$ cat src/rtl/lif_pkg.sv
// Shared types and helpers for the time-multiplexed LIF neuron array.
package lif_pkg;

  typedef enum logic [1:0] {IDLE, RUN, DONE} lif_state_e;

  // Index width that never collapses to zero bits for a single entry.
  function automatic int clog2_min1(input int n);
    return (n <= 1) ? 1 : $clog2(n);
  endfunction

  function automatic int unsigned sat_add(input int unsigned a, input int unsigned b,
                                          input int unsigned max_val);
    int unsigned s;
    s = a + b;
    return (s > max_val) ? max_val : s;
  endfunction

endpackage

$ cat src/rtl/lif_core.sv
// Combinational single-channel update: leak, integrate with saturation, fire, refractory.
module lif_core
  import lif_pkg::*;
#(
  parameter int W          = 8,
  parameter int LEAK_SHIFT = 1,
  parameter int REFRAC     = 2,
  parameter int RESET_MODE = 0,
  localparam int RW        = clog2_min1(REFRAC + 1)
) (
  input  logic [W-1:0]  i_v,
  input  logic [W-1:0]  i_cur,
  input  logic [W-1:0]  i_thresh,
  input  logic [RW-1:0] i_ref,
  output logic [W-1:0]  o_v_next,
  output logic [RW-1:0] o_ref_next,
  output logic          o_spike
);

  localparam int unsigned VMAX = (2 ** W) - 1;

  logic [W-1:0] w_leaked;
  logic [W-1:0] w_sum;

  assign w_leaked = i_v - (i_v >> LEAK_SHIFT);
  assign w_sum    = W'(sat_add(32'(w_leaked), 32'(i_cur), VMAX));

  // NOTE: every output gets a default first so no path through the if-chain can infer a latch.
  always_comb begin
    o_v_next   = w_sum;
    o_ref_next = '0;
    o_spike    = 1'b0;
    if (REFRAC > 0 && i_ref != '0) begin
      o_v_next   = '0;
      o_ref_next = i_ref - RW'(1);
    end else if (w_sum >= i_thresh) begin
      o_spike    = 1'b1;
      o_ref_next = RW'(REFRAC);
      o_v_next   = (RESET_MODE != 0) ? (w_sum - i_thresh) : '0;
    end
  end

endmodule

$ cat src/rtl/lif_array.sv
// N_CH leaky integrate-and-fire neurons sharing one lif_core, one channel per clock.
module lif_array
  import lif_pkg::*;
#(
  parameter int N_CH       = 4,
  parameter int W          = 8,
  parameter int LEAK_SHIFT = 1,
  parameter int REFRAC     = 2,
  parameter int RESET_MODE = 0,
  localparam int SEL_W     = clog2_min1(N_CH)
) (
  input  logic              clk,
  input  logic              rst,
  input  logic              step,
  input  logic [N_CH*W-1:0] current,
  input  logic [W-1:0]      thresh,
  input  logic [SEL_W-1:0]  sel,
  output logic              busy,
  output logic              done,
  output logic [N_CH-1:0]   spike,
  output logic [W-1:0]      state
);

  localparam int IDX_W = clog2_min1(N_CH);
  localparam int RW    = clog2_min1(REFRAC + 1);

  lif_state_e        r_state;
  logic [IDX_W-1:0]  r_ch_idx;
  logic [N_CH*W-1:0] r_cur;
  logic [W-1:0]      r_thresh;
  logic [W-1:0]      r_v   [N_CH];
  logic [RW-1:0]     r_ref [N_CH];
  logic [N_CH-1:0]   r_spk_acc;
  logic [N_CH-1:0]   r_spike;
  logic              r_busy;
  logic              r_done;

  logic [W-1:0]      w_v_cur;
  logic [W-1:0]      w_i_cur;
  logic [RW-1:0]     w_ref_cur;
  logic [W-1:0]      w_v_next;
  logic [RW-1:0]     w_ref_next;
  logic              w_spk;
  logic [N_CH-1:0]   w_spk_vec;
  logic              w_last;

  // Route the active channel's state and snapshotted current into the shared core.
  always_comb begin
    w_v_cur   = '0;
    w_i_cur   = '0;
    w_ref_cur = '0;
    w_spk_vec = r_spk_acc;
    for (int c = 0; c < N_CH; c++) begin
      if (r_ch_idx == IDX_W'(c)) begin
        w_v_cur      = r_v[c];
        w_i_cur      = r_cur[c*W +: W];
        w_ref_cur    = r_ref[c];
        w_spk_vec[c] = w_spk;
      end
    end
  end

  assign w_last = (r_ch_idx == IDX_W'(N_CH - 1));

  lif_core #(
    .W          (W),
    .LEAK_SHIFT (LEAK_SHIFT),
    .REFRAC     (REFRAC),
    .RESET_MODE (RESET_MODE)
  ) u_core (
    .i_v        (w_v_cur),
    .i_cur      (w_i_cur),
    .i_thresh   (r_thresh),
    .i_ref      (w_ref_cur),
    .o_v_next   (w_v_next),
    .o_ref_next (w_ref_next),
    .o_spike    (w_spk)
  );

  always_ff @(posedge clk) begin
    if (rst) begin
      r_state   <= IDLE;
      r_ch_idx  <= '0;
      r_cur     <= '0;
      r_thresh  <= '0;
      r_spk_acc <= '0;
      r_spike   <= '0;
      r_busy    <= 1'b0;
      r_done    <= 1'b0;
      // NOTE: the membrane and refractory arrays are real state visible on the readout, so they are reset too.
      for (int c = 0; c < N_CH; c++) begin
        r_v[c]   <= '0;
        r_ref[c] <= '0;
      end
    end else begin
      r_done <= 1'b0;
      case (r_state)
        IDLE, DONE: begin
          r_state <= IDLE;
          if (step) begin
            r_cur    <= current;
            r_thresh <= thresh;
            r_ch_idx <= '0;
            r_busy   <= 1'b1;
            r_state  <= RUN;
          end
        end
        RUN: begin
          for (int c = 0; c < N_CH; c++) begin
            if (r_ch_idx == IDX_W'(c)) begin
              r_v[c]   <= w_v_next;
              r_ref[c] <= w_ref_next;
            end
          end
          r_spk_acc <= w_spk_vec;
          if (w_last) begin
            r_spike <= w_spk_vec;
            r_busy  <= 1'b0;
            r_done  <= 1'b1;
            r_state <= DONE;
          end else begin
            r_ch_idx <= r_ch_idx + IDX_W'(1);
          end
        end
        default: r_state <= IDLE;
      endcase
    end
  end

  // Out-of-range selects read as zero.
  always_comb begin
    state = '0;
    for (int c = 0; c < N_CH; c++) begin
      if (sel == SEL_W'(c)) state = r_v[c];
    end
  end

  assign busy  = r_busy;
  assign done  = r_done;
  assign spike = r_spike;

endmodule

$ cat config.mk
export PLATFORM = sky130hd
export DESIGN_NAME = lif_array
export DESIGN_NICKNAME = d
export VERILOG_FILES = /design/src/rtl/lif_pkg.sv /design/src/rtl/lif_core.sv /design/src/rtl/lif_array.sv
export SDC_FILE = /design/constraint.sdc
export NUM_CORES = 1
export LEC_CHECK = 0
export CAP_MARGIN = 20
export CORE_ASPECT_RATIO = 0.8
export CORE_UTILIZATION = 51
export DETAILED_ROUTE_END_ITERATION = 12
export PLACE_DENSITY = 0.8
export SLEW_MARGIN = 10
export SYNTH_ARGS = -nofsm -noshare
export SYNTH_HDL_FRONTEND = slang
export SYNTH_SLANG_ARGS = --single-unit
$ cat constraint.sdc
create_clock -name clk -period 5 [get_ports clk]
set_input_delay 1 -clock clk [delete_from_list [all_inputs] [get_ports clk]]
set_output_delay 1 -clock clk [all_outputs]
set_load 0.01 [all_outputs]
==> flow_metrics.py, run 1 <==
metrics = {
    "setup_path": {
        "cp.required_ns": 5.11,
        "critical_path_peak_fanout": 8,
        "timing.rr.start": "r_ch_idx[0]$_SDFFE_PP0P_",
        "reg2regPathDepth": 25,
        "worstPathArrival_ns": 5.18,
        "r2r-end": "r_v[2][4]$_SDFFCE_PN0P_",
        "worstSetupPathType": "flop to flop",
        "start_kind": "flop",
        "r2r_slack_ns": -0.07,
        "critPathCaptureType": "flop",
    },
    "timing": {
        "fmax_mhz": 197,
        "fin_skew_ns": 0.00619,
        "fin_crit_ns": 5.07,
        "rsz0062_at_grt": "yes",
        "hold_viol_final": 0,
        "report.final.slew_viol_count": 0,
        "finalSetupTns_ns": -1.69,
        "final-setup-viol-count": 42,
        "fin_crit_sh": 1.01,
        "layout_setup_ws_ns": -0.0707,
        "worstMarginPinSlew_ns": 0.603,
        "slew_headroom": 0.597,
    },
    "global_route": {
        "grt_max_degree": 52,
        "grt_use_met2": 0.470,
        "grt.total_usage": 0.278,
        "grt_overflow": 0,
        "grt_pass1_vias": 4559,
        "antenna_found_initial": 0,
        "grt.busiest_layer": "met2",
        "grt_use_met3": 0.0503,
        "grt_pass1_wl_um": 22100,
        "use_met1": 0.359,
    },
    "finish": {
        "multiInputGateArea_mm2": 0.00290,
        "final_cells": 807,
        "layout_common_cells": "nand2_1, a21oi_1, clkdlybuf4s50_1, buf_4, dfxtp_1",
        "area_growth_pct": 36.8,
        "fin_nets": 759,
        "n_antenna_cell": 0,
        "drive_gt1_frac": 0.238,
        "fillers": 656,
        "regArea_mm2": 0.00227,
        "final_common_cell": "nand2_1",
    },
    "cts": {
        "cts.path.max_buffers": 2,
        "cts_tree": "yes",
        "root_buffer": "clkbuf_16",
        "numClockSinks": 93,
        "cts_htree_levels": 3,
        "numCtsBuffers": 9,
        "path_clk_slew_ns": 0.07,
        "worstSkewPairLatency_ns": 0.35,
    },
    "die": {
        "dieWidth_um": 113,
        "io_pins": 59,
        "die_area_mm2": 0.0102,
        "row_count": 31,
        "die_y_um": 90.7,
        "core-area_mm2": 0.00931,
        "start_util": 0.539,
    },
    "place": {
        "port_buffers": 58,
        "placed_cells": 768,
        "gp_congestion": 0.890,
        "dpl.hpwl_um": 9320,
    },
    "synth": {
        "synth-seq-cells": 93,
        "yosys_warnings": 0,
        "yosysTopAreaCell": "edfxtp_1",
        "syn_inst": 582,
        "ys_types": 57,
        "syn-cell-area_mm2": 0.00502,
        "ys_seq_area_frac": 0.451,
        "syn_nets": 654,
        "avgSynthCellArea_um2": 8.63,
        "synth_top_area_frac": 0.239,
        "async_flop_share": 0,
        "dominantRegCellSynth": "dfxtp_1",
        "synth_area_leaders": "edfxtp_1, dfxtp_1, a21oi_1",
        "synth_edf_count": 40,
    },
    "min_path": {
        "hold_depth": 2,
        "holdCritStartpoint": "r_thresh[5]$_SDFFE_PP0P_",
        "holdPathEnd": "r_thresh[5]$_SDFFE_PP0P_",
        "hp-class": "flop to flop",
    },
    "detailed_routing": {
        "routedWlPerCell_um": 18.0,
        "first_pass_iters": 5,
        "wl_um": 14500,
        "postRouteAntennaNets": 0,
        "drcViolationCount": 0,
        "vias_per_cell": 5.94,
        "vias": 4794,
        "drtIter0Drc": 380,
    },
    "outcome": {
        "violations": "setup timing",
        "outcome": "complete, but fails checks",
    },
    "power_and_ir_drop": {
        "power_density_mw_per_mm2": 496,
        "max-vdd-ir-drop_uv": 241,
        "p_leak_nw": 2.74,
    },
    "run": {
        "cap_violations": 0,
    },
}
==> worst max-delay path by stage <==
stage                     slack, ns                startpoint                         to
final                         -0.07  r_ch_idx[0]$_SDFFE_PP0P_    r_v[2][4]$_SDFFCE_PN0P_
after global routing          -0.23  r_ch_idx[0]$_SDFFE_PP0P_    r_v[0][2]$_SDFFCE_PN0P_
after CTS                     0.003  r_ch_idx[0]$_SDFFE_PP0P_      spike[1]$_SDFFE_PP0P_
after detailed placement      -0.18  r_ch_idx[0]$_SDFFE_PP0P_  r_spk_acc[2]$_SDFFE_PP0P_
after global placement        -0.06  r_ch_idx[0]$_SDFFE_PP0P_  r_spk_acc[2]$_SDFFE_PP0P_
after floorplan                0.01  r_ch_idx[0]$_SDFFE_PP0P_  r_ref[0][1]$_SDFFCE_PN0P_
==> registers in the layout, summed over array words and instances (netlist names) <==
register / cells
spike: 4
r_ref: 8
r_v: 32
r_ch_idx: 2
r_state: 2
r_thresh: 8
r_cur: 32
done: 1
busy: 1
r_spk_acc: 3
==> final cells by class <==
cell class	count	area share
Sequential cell	93	0.330
Timing Repair Buffer	124	0.160
Clock inverter	4	0.0115
Multi-Input combinational cell	426	0.422
Inverter	33	0.0184
Tap cell	115	0.0210
Clock buffer	12	0.0374
==> synthesized netlist by cell type (2+ instances only) <==
| cell | count |
|---|---|
| buf_2 | 4 |
| nor2_1 | 70 |
| nand3b_1 | 3 |
| or3_1 | 2 |
| nand2b_1 | 6 |
| o21ai_0 | 16 |
| o21bai_1 | 2 |
| a221o_1 | 4 |
| clkbuf_1 | 20 |
| nor3b_1 | 2 |
| xor2_1 | 3 |
| edfxtp_1 | 40 |
| dfxtp_1 | 53 |
| a21oi_1 | 86 |
| nor2b_1 | 8 |
| buf_1 | 6 |
| fa_1 | 2 |
| inv_1 | 32 |
| o22ai_1 | 7 |
| a211oi_1 | 2 |
| a22oi_1 | 2 |
| nor3_1 | 5 |
| a21o_1 | 11 |
| o21a_1 | 3 |
| nand4_1 | 3 |
| ha_1 | 25 |
| a31oi_1 | 5 |
| nand2_1 | 114 |
| mux4_2 | 8 |
| o21ai_1 | 3 |
| a21boi_0 | 2 |
| and4_1 | 2 |
| a211o_1 | 2 |
| xnor2_1 | 6 |
==> repair_timing <==
action,in CTS,in global routing
endpoints found under the setup margin,43,43
pin swaps,13,39
gates resized for setup,18,77
hold endpoints to repair,0,0
hold buffers,0,0
buffers inserted,15,7
==> through the flow <==
step	worst slack (ns)	hold WS, ns	area [um^2]	util	power [mW]
global placement	-0.0565	0.443	5990	0.643	2.10
detailed placement	-0.184	0.447	5990	0.643	2.13
floorplan	0.0122	0.436	5060	-	1.63
finish	-0.0707	0.455	6870	0.738	3.41
CTS	0.00311	0.458	6510	0.699	3.07
global route	-0.233	0.476	6870	0.738	3.56
==> cell families after synthesis <==
kind of cell | count (synthesis) | synth area share
xor+xnor | 9 | 0.0157
compound gates | 159 | 0.190
flops | 93 | 0.451
buf+inv | 63 | 0.0481
fa+ha+maj | 27 | 0.0703
mux | 10 | 0.0401
simple gates | 221 | 0.185
==> power breakdown <==
group / internal [mW] / switching (mW) / total, mW / leakage, nW
Clock: 0.469 / 0.289 / 0.758 / 0.161
Sequential: 0.840 / 0.0275 / 0.867 / 0.851
Combinational: 0.827 / 0.953 / 1.78 / 1.73
Total: 2.14 / 1.27 / 3.41 / 2.74
==> per-layer routing <==
metal | part of all wire | vias to the layer above
met5 | 0 | -
met4 | 0.031 | 0
met3 | 0.073 | 48
met2 | 0.48 | 236
met1 | 0.41 | 2272
li1 | - | 2238
==> critical path: stages (launching register included) <==
cell and delay (ns):
dfxtp_4 0.38, inv_4 0.05, ha_4 0.15, nor2b_4 0.12, a221o_1 0.30, o21ai_1 0.10
nor2_1 0.08, a21o_1 0.20, ha_4 0.18, fa_2 0.36, a21boi_4 0.15, o31ai_2 0.21
xor2_1 0.18, ha_1 0.31, a211oi_2 0.29, and4_1 0.21, and4_1 0.19, a211o_1 0.13
inv_2 0.05, ha_4 0.27, o211a_1 0.20, nand3_2 0.08, o21a_4 0.26, nand4_1 0.11
buf_6 0.21, nor2_2 0.05
Note: power is estimated with default switching activity, not from simulation.
==> inputs of run 2 (changes only) <==
--- a/config.mk
+++ b/config.mk
@@ -9,6 +9,7 @@
 export CORE_ASPECT_RATIO = 0.8
 export CORE_UTILIZATION = 51
 export DETAILED_ROUTE_END_ITERATION = 12
+export GPL_ROUTABILITY_DRIVEN = 1
 export PLACE_DENSITY = 0.8
 export SLEW_MARGIN = 10
 export SYNTH_ARGS = -nofsm -noshare
==> results of run 2 <==
No change in the layout: final DEF, timing and power equal those of run 1.
